==> config.mk <==
export PLATFORM = sky130hd
export DESIGN_NAME = word_assemble
export DESIGN_NICKNAME = d
export VERILOG_FILES = /design/src/rtl/word_assemble.sv
export SDC_FILE = /design/constraint.sdc
export NUM_CORES = 1
export LEC_CHECK = 0
export ABC_CLOCK_PERIOD_IN_PS = 2770
export CORE_AREA = 2 2 98 119
export CTS_CLUSTER_SIZE = 40
export DETAILED_ROUTE_END_ITERATION = 16
export DIE_AREA = 0 0 100 121
export PLACE_DENSITY_LB_ADDON = 0.3
export SYNTH_ARGS = -nofsm -noshare
export SYNTH_HDL_FRONTEND = slang
export SYNTH_SLANG_ARGS = --single-unit
==> constraint.sdc <==
create_clock -name clk -period 2.77 [get_ports clk]
set_input_delay 0.4155 -clock clk [delete_from_list [all_inputs] [get_ports clk]]
set_output_delay 0.4155 -clock clk [all_outputs]
set_load 0.01 [all_outputs]
==> src/rtl/word_assemble.sv <==
// word_assemble: collects NUM_SLICES narrow slices into one wide word.
// The slice counter can be realigned by a sync marker on the input. A partial
// word that the marker throws away is flagged with a one-cycle sync_err.
// The assembled word sits in an output register under a valid/ready handshake.
module word_assemble #(
    parameter string ARCHITECTURE       = "BEHAVIORAL",
    parameter int    INPUT_DATA_WIDTH   = 8,
    parameter int    NUM_SLICES         = 4,
    parameter int    FIRST_SLICE_AT_MSB = 1,
    parameter int    OUTPUT_DATA_WIDTH  = INPUT_DATA_WIDTH * NUM_SLICES
) (
    input  logic                         clk,
    input  logic                         rst,
    input  logic [INPUT_DATA_WIDTH-1:0]  data_in,
    input  logic                         data_in_valid,
    input  logic                         data_in_sync,
    output logic                         data_in_ready,
    output logic [OUTPUT_DATA_WIDTH-1:0] data_out,
    output logic                         data_out_valid,
    input  logic                         data_out_ready,
    output logic                         sync_err
);

    // Counter width is held at one bit or more so that NUM_SLICES=1 still has a legal vector.
    localparam int CNT_W = (NUM_SLICES > 1) ? $clog2(NUM_SLICES) : 1;
    localparam logic [CNT_W-1:0] LAST_IDX = CNT_W'(NUM_SLICES - 1);

    // Overwrites slice position k of word with slice and leaves every other bit unchanged.
    function automatic logic [OUTPUT_DATA_WIDTH-1:0] place_slice(
        input logic [OUTPUT_DATA_WIDTH-1:0] word,
        input logic [INPUT_DATA_WIDTH-1:0]  slice,
        input logic [CNT_W-1:0]             k
    );
        logic [OUTPUT_DATA_WIDTH-1:0] mask;
        logic [OUTPUT_DATA_WIDTH-1:0] ext;
        int                           lsb;
        if (FIRST_SLICE_AT_MSB != 0)
            lsb = OUTPUT_DATA_WIDTH - (int'(k) + 1) * INPUT_DATA_WIDTH;
        else
            lsb = int'(k) * INPUT_DATA_WIDTH;
        mask = OUTPUT_DATA_WIDTH'({INPUT_DATA_WIDTH{1'b1}}) << lsb;
        ext  = OUTPUT_DATA_WIDTH'(slice) << lsb;
        return (word & ~mask) | ext;
    endfunction

    if (ARCHITECTURE == "BEHAVIORAL") begin : g_behavioral
        logic [CNT_W-1:0]             cnt;
        logic [OUTPUT_DATA_WIDTH-1:0] acc;
        logic [CNT_W-1:0]             k;
        logic                         last;
        logic                         accept;

        // Only a completing slice can stall, and only when the held word is not leaving this cycle.
        assign data_in_ready = (cnt != LAST_IDX) | ~data_out_valid | data_out_ready;

        // A sync slice is always slice 0. Its effective index decides both its placement and whether it completes a word.
        always_comb begin
            k      = data_in_sync ? '0 : cnt;
            last   = (k == LAST_IDX);
            accept = data_in_valid & data_in_ready;
        end

        // Accumulate slices, move the completed word to the output register, and flag discarded partial words.
        always_ff @(posedge clk) begin
            if (rst) begin
                cnt            <= '0;
                acc            <= '0;
                data_out       <= '0;
                data_out_valid <= 1'b0;
                sync_err       <= 1'b0;
            end else begin
                sync_err <= accept & data_in_sync & (cnt != '0);
                if (accept) begin
                    if (last) begin
                        data_out <= place_slice(acc, data_in, k);
                        cnt      <= '0;
                    end else begin
                        acc <= place_slice(acc, data_in, k);
                        cnt <= k + CNT_W'(1);
                    end
                end
                data_out_valid <= (accept & last) | (data_out_valid & ~data_out_ready);
            end
        end
    end else if (ARCHITECTURE == "VIRTEX5") begin : g_virtex5
    end else if (ARCHITECTURE == "VIRTEX6") begin : g_virtex6
    end

endmodule

==> results of run 1 <==
final timing paths:
kind	end	slack, ns	cells after the start
worst max-delay path	g_behavioral.acc[14]	0.49	7
worst min-delay path	g_behavioral.acc[20]	0.47	1
worst max register to register	g_behavioral.acc[14]	0.69	6
worst min register to register	g_behavioral.acc[20]	0.47	1
synthesized netlist by cell type, drive strengths merged:
cell | instances | area, um^2
xnor2 | 1 | 8.760
clkbuf | 15 | 56.30
nor2 | 6 | 22.52
ha | 5 | 62.56
nand2 | 2 | 7.510
inv | 12 | 45.04
a311oi | 34 | 297.8
or4b | 1 | 13.76
a32o | 8 | 80.08
a41oi | 4 | 42.55
a22o | 16 | 140.1
nor3 | 2 | 32.53
nand4b | 1 | 8.760
and2 | 2 | 12.51
nor2b | 11 | 68.82
a21oi | 32 | 160.2
nand4 | 8 | 50.05
dfxtp | 68 | 1361
buf | 15 | 90.08
and4 | 1 | 8.760
nand2b | 35 | 226.5
nor4b | 1 | 8.760
o2bb2ai | 8 | 70.07
nand3 | 24 | 120.1
o21bai | 1 | 11.26
flip-flops by register name, indices dropped and copies added (netlist names):
register,cells
data_out,32
g_behavioral.acc,32
g_behavioral.cnt,2
data_out_valid,1
sync_err,1
cell type report:
cell class | instances | share of cell area
Tap cell | 132 | 0.04160
Clock inverter | 7 | 0.02490
Clock buffer | 9 | 0.05673
Inverter | 12 | 0.01135
Multi-Input combinational cell | 203 | 0.3681
Sequential cell | 68 | 0.3429
Timing Repair Buffer | 66 | 0.1544
stage by stage:
stage          cell area [um^2]  setup WS (ns)
5_1_grt                    3970         0.2846
4_1_cts                    3970         0.5144
3_3_place_gp               3646         0.2208
6_report                   3970         0.4910
2_1_floorplan              3007         0.4653
3_5_place_dp               3646         0.1734
cells by family (layout without fill, tap and decap cells):
family / after synthesis / after routing / synth area share
fa+ha+maj: 5 / 5 / 0.02081
buf+inv: 42 / 94 / 0.06367
simple gates: 94 / 94 / 0.1931
xor+xnor: 1 / 1 / 0.002914
flops: 68 / 68 / 0.4528
compound gates: 103 / 103 / 0.2668
power breakdown:
group	internal [mW]	total [mW]	switching (mW)	leakage [nW]
registers	0.998	1.01	0.0135	0.550
clock network	0.792	1.23	0.438	0.156
logic	0.0758	0.184	0.108	0.595
metal layers:
layer / part of all wire / up-vias / wire [um]
met2: 0.47 / 84 / 3967
met4: 0.011 / 0 / 94
met3: 0.065 / 7 / 546
met5: 0 / - / 0
li1: - / 1282 / -
met1: 0.45 / 1220 / 3830
==> impl_results.md, run 1 <==
- Area Growth Syn to Fin: 32.04%
- Clock Tree Buf Depth: 2
- Fin crit share: 0.8228
- Critical Path End Type: flip-flop
- Crit-path cells: clkdlybuf4s50_1 -> nand2b_1 -> inv_1 -> ha_1 -> or4b_4 -> nor3_4 -> a22o_1
- Critical Path Fanout Max: 8
- Status: complete, no violations
- Vias: 2,593
- Worst Setup SP: data_in_sync
- Fillers: 1,110
- Kind of critical path: in2reg
- PwrDens: 611.1 nW/um^2
- Avg WL per Cell: 16.98 um
- #FFs+latches synth: 68
- Mapped Avg Cell Area: 9.606 um^2
- Max VDD drop: 318.9 uV
- Antenna-violating nets left: 0
- CTS Hold Bufs: 0
- Seq/Total Area, Yosys: 0.4528
- Fin. Hold Viols: 0
- Commonest cells after routing, fill and taps aside: 68 x dfxtp_1, 47 x clkdlybuf4s50_1, 34 x nand2b_1, 34 x a311oi_1, 32 x a21oi_1
- Seq. cell area: 1361 um^2
- Leakage: 1.302 nW
- Minimum hold slack: 0.4681 ns
- CP max stage delay: 0.59 ns
- Hold crit path type: reg2reg
- Root Buffer: clkbuf_16
- # DRC: 0
- Core area: 10,930 um^2
- Max transition margin: 0.4659
- Max Clock Freq: 438.8 MHz
- Drt pass-1 iters: 4
- RR Startpoint: g_behavioral.cnt[0]
- Buf+Inv Stages, Crit Path: 2
- CP top delay family: simple AND/OR/NAND/NOR gates
- Post-synthesis net count: 331
- Routability Congestion: 0.7843
- Grt met2 use: 0.2449
- Post-Syn Instances: 313
- Multi-input gate area: 1461 um^2
- Htree depth: 3
- Mapped Area: 3007 um^2
- RSZ-0062 raised after global routing: false
- Port Buffers: 47
- Slew @ Worst Pin: 0.7995 ns
- Post-CTS sizing: 0
- Sink Count: 68
- First-pass GRT wire length: 13.77 mm
- Slowest CP cell: or4b_4
- Drt via density: 5.217
- TNS Setup: 0 ns
- Worst EP arrival: 2.54 ns
- Iter 0 DRT Violations: 112
- Worst EP required: 3.04 ns
- Total setup buffers inserted after CTS: 0
- Met1 Track Usage GR: 0.1856
- Horiz. Die Dim: 100 um
- Final WL: 8.438 mm
- Yosys cell types: 30
- Initial core utilization: 0.2751
- Vias in the first global route: 2,636
- CP Launch Type: input pin
- Setup Skew: 0.005020 ns
- Dpl cells: 481
- # IOs: 48
- YS warnings: 0
- Overall die height: 121 um
- Total GRT Usage: 0.1457
- Post-route insts no fill: 497
- Min-delay src: g_behavioral.acc[20]
- Initial antenna violation count: 0
- Min Tclk post-route: 2.279 ns
- Worst skew pair latency: 0.33 ns
- FP Rows: 42
- Grt total ovfl: 0
- CTS tree: built
- Setup-failing EPs final: 0
- Max capacitance violation total: 0
- Tot Pwr: 2.426 mW
- Max Slew Vio Count: 0
- N_diodes: 0
- Full die area: 12,100 um^2
- Worst-path clk slew: 0.06 ns
- TritonCTS Buffers: 9
- Fin nets: 378
- Fin util: 0.3632
- Commonest non-fill, non-tap cell in the layout: dfxtp_1
- Placed wire-length estimate: 6.179 mm
- Met3 usage: 0.02247
- Most Crowded Layer GR: met2
- Largest net degree at the start of global routing: 23
- Layout cells sized above 1: 0.1151
(Power assumes the default switching activity.)
==> run 2, diff against run 1 <==
Settings changed: ABC_CLOCK_PERIOD_IN_PS 2770 to 2150.
Clock period 2.77 ns to 2.15 ns, I/O delays scaled along.
==> run 2 against run 1 <==
Net effect: die area did not move; critical path type is now reg2out; utilization is 1.8 points higher; critical endpoint is now data_in_ready; flip-flop and latch count unchanged; clock skew is 0.0013 ns higher.
==> impl_results.md, run 2 (synthesis gave the netlist of run 1 again) <==
- N_diodes: 0
- RSZ-0062 raised after global routing: false
- FP Rows: 42
- Core area: 10,930 um^2
- Leakage: 1.442 nW
- Kind of critical path: reg2out
- Grt total ovfl: 0
- Commonest non-fill, non-tap cell in the layout: dfxtp_1
- Worst-path clk slew: 0.06 ns
- # IOs: 48
- TritonCTS Buffers: 9
- Avg WL per Cell: 17.04 um
- Status: complete, no violations
- Max VDD drop: 376.5 uV
- Worst EP arrival: 1.71 ns
- Tot Pwr: 3.184 mW
- Critical Path Fanout Max: 15
- Fin crit share: 0.9431
- Dpl cells: 503
- Worst skew pair latency: 0.33 ns
- Routability Congestion: 0.8132
- Total GRT Usage: 0.1508
- Vias in the first global route: 2,612
- Min Tclk post-route: 2.028 ns
- Full die area: 12,100 um^2
- Max capacitance violation total: 0
- CTS tree: built
- Sink Count: 68
- Max Clock Freq: 493.2 MHz
- First-pass GRT wire length: 14.03 mm
- Initial antenna violation count: 0
- Vias: 2,712
- Root Buffer: clkbuf_16
- Commonest cells after routing, fill and taps aside: 68 x dfxtp_1, 46 x clkdlybuf4s50_1, 39 x buf_4
- Post-route insts no fill: 518
- Antenna-violating nets left: 0
- Slew @ Worst Pin: 0.5720 ns
- Area Growth Syn to Fin: 38.74%
- Layout cells sized above 1: 0.1658
- Critical Path End Type: primary output
- Drt pass-1 iters: 4
- Fin util: 0.3816
- CP Launch Type: flip-flop
- Drt via density: 5.236
- Hold crit path type: reg2reg
- Fillers: 1,097
- Final WL: 8.828 mm
- Initial core utilization: 0.2751
- Placed wire-length estimate: 6.136 mm
- Max Slew Vio Count: 0
- Horiz. Die Dim: 100 um
- Post-CTS sizing: 0
- Overall die height: 121 um
- PwrDens: 763.2 nW/um^2
- Largest registers: data_out x32, g_behavioral.acc x32, g_behavioral.cnt x2
- Fin. Hold Viols: 0
- Largest net degree at the start of global routing: 42
- Fin nets: 400
- Clock Tree Buf Depth: 2
- Iter 0 DRT Violations: 114
- Setup Skew: 0.006350 ns
- CTS Hold Bufs: 0
- Port Buffers: 47
- # DRC: 0
- Max transition margin: 0.6173
- Worst EP required: 1.83 ns
- Htree depth: 3
- Setup-failing EPs final: 0
- Total setup buffers inserted after CTS: 0
-- run 2: cell types whose count changed in the layout (fill, tap and decap cells not counted), sizes merged --
| cell | before | now |
|---|---|---|
| dlymetal6s2s | 0 | 1 |
| clkbuf | 9 | 11 |
| clkinv | 3 | 1 |
| inv | 13 | 12 |
| buf | 19 | 41 |
| clkdlybuf4s50 | 47 | 46 |
-- run 2: layer usage --
metal,GRT usage,share of wire,up-vias
li1,-,-,1327
met2,0.2348,0.45,91
met4,0.06421,0.019,0
met5,0,0,-
met3,0.04090,0.054,12
met1,0.1960,0.47,1282
-- run 2: area by class of cell --
| class | count | area, um^2 | share of cell area |
|---|---|---|---|
| timing repair buffer | 88 | 805.8 | 0.1932 |
| clock inverter | 4 | 72.57 | 0.01740 |
| multi-input combinational | 203 | 1469 | 0.3521 |
| inverter | 12 | 45.04 | 0.01080 |
| clock buffer | 11 | 252.7 | 0.06059 |
| tap | 132 | 165.2 | 0.03959 |
| sequential | 68 | 1361 | 0.3263 |
-- run 2: path summary, 6_finish.rpt --
path,startpoint,slack [ns],cells after the start,endpoint
max,g_behavioral.cnt[1],0.12,3,data_in_ready
max reg2reg,g_behavioral.cnt[0],0.26,6,g_behavioral.acc[13]
min,g_behavioral.acc[29],0.47,1,g_behavioral.acc[29]
min reg2reg,g_behavioral.acc[29],0.47,1,g_behavioral.acc[29]
-- run 2: where the power goes --
part           leakage (nW)  switching [mW]  internal, mW
logic                 0.734           0.153         0.128
registers             0.550          0.0139          1.29
clock network         0.158           0.532          1.07
total                  1.44           0.700          2.48
-- run 2: critical path, stage by stage (launching register included) --
cell and delay, ns:
dfxtp_1 0.37, buf_4 0.23, nand4b_1 0.23, clkdlybuf4s50_1 0.54
-- run 2: metrics by stage --
step | setup slack, ns | hold slack [ns] | setup TNS, ns | area, um^2
finish | 0.1223 | 0.4655 | 0 | 4172
global placement | -0.2490 | 0.4497 | -12.46 | 3836
CTS | 0.04739 | 0.4653 | 0 | 4161
global route | 0.009181 | 0.4753 | 0 | 4172
detailed placement | -0.2959 | 0.4510 | -12.95 | 3836
floorplan | 0.03903 | 0.4334 | 0 | 3008
==> run 3, diff against run 2 <==
Settings changed: CAP_MARGIN from default to 20.
==> results of run 3 <==
No change in the layout: final DEF, timing and power equal those of run 2.
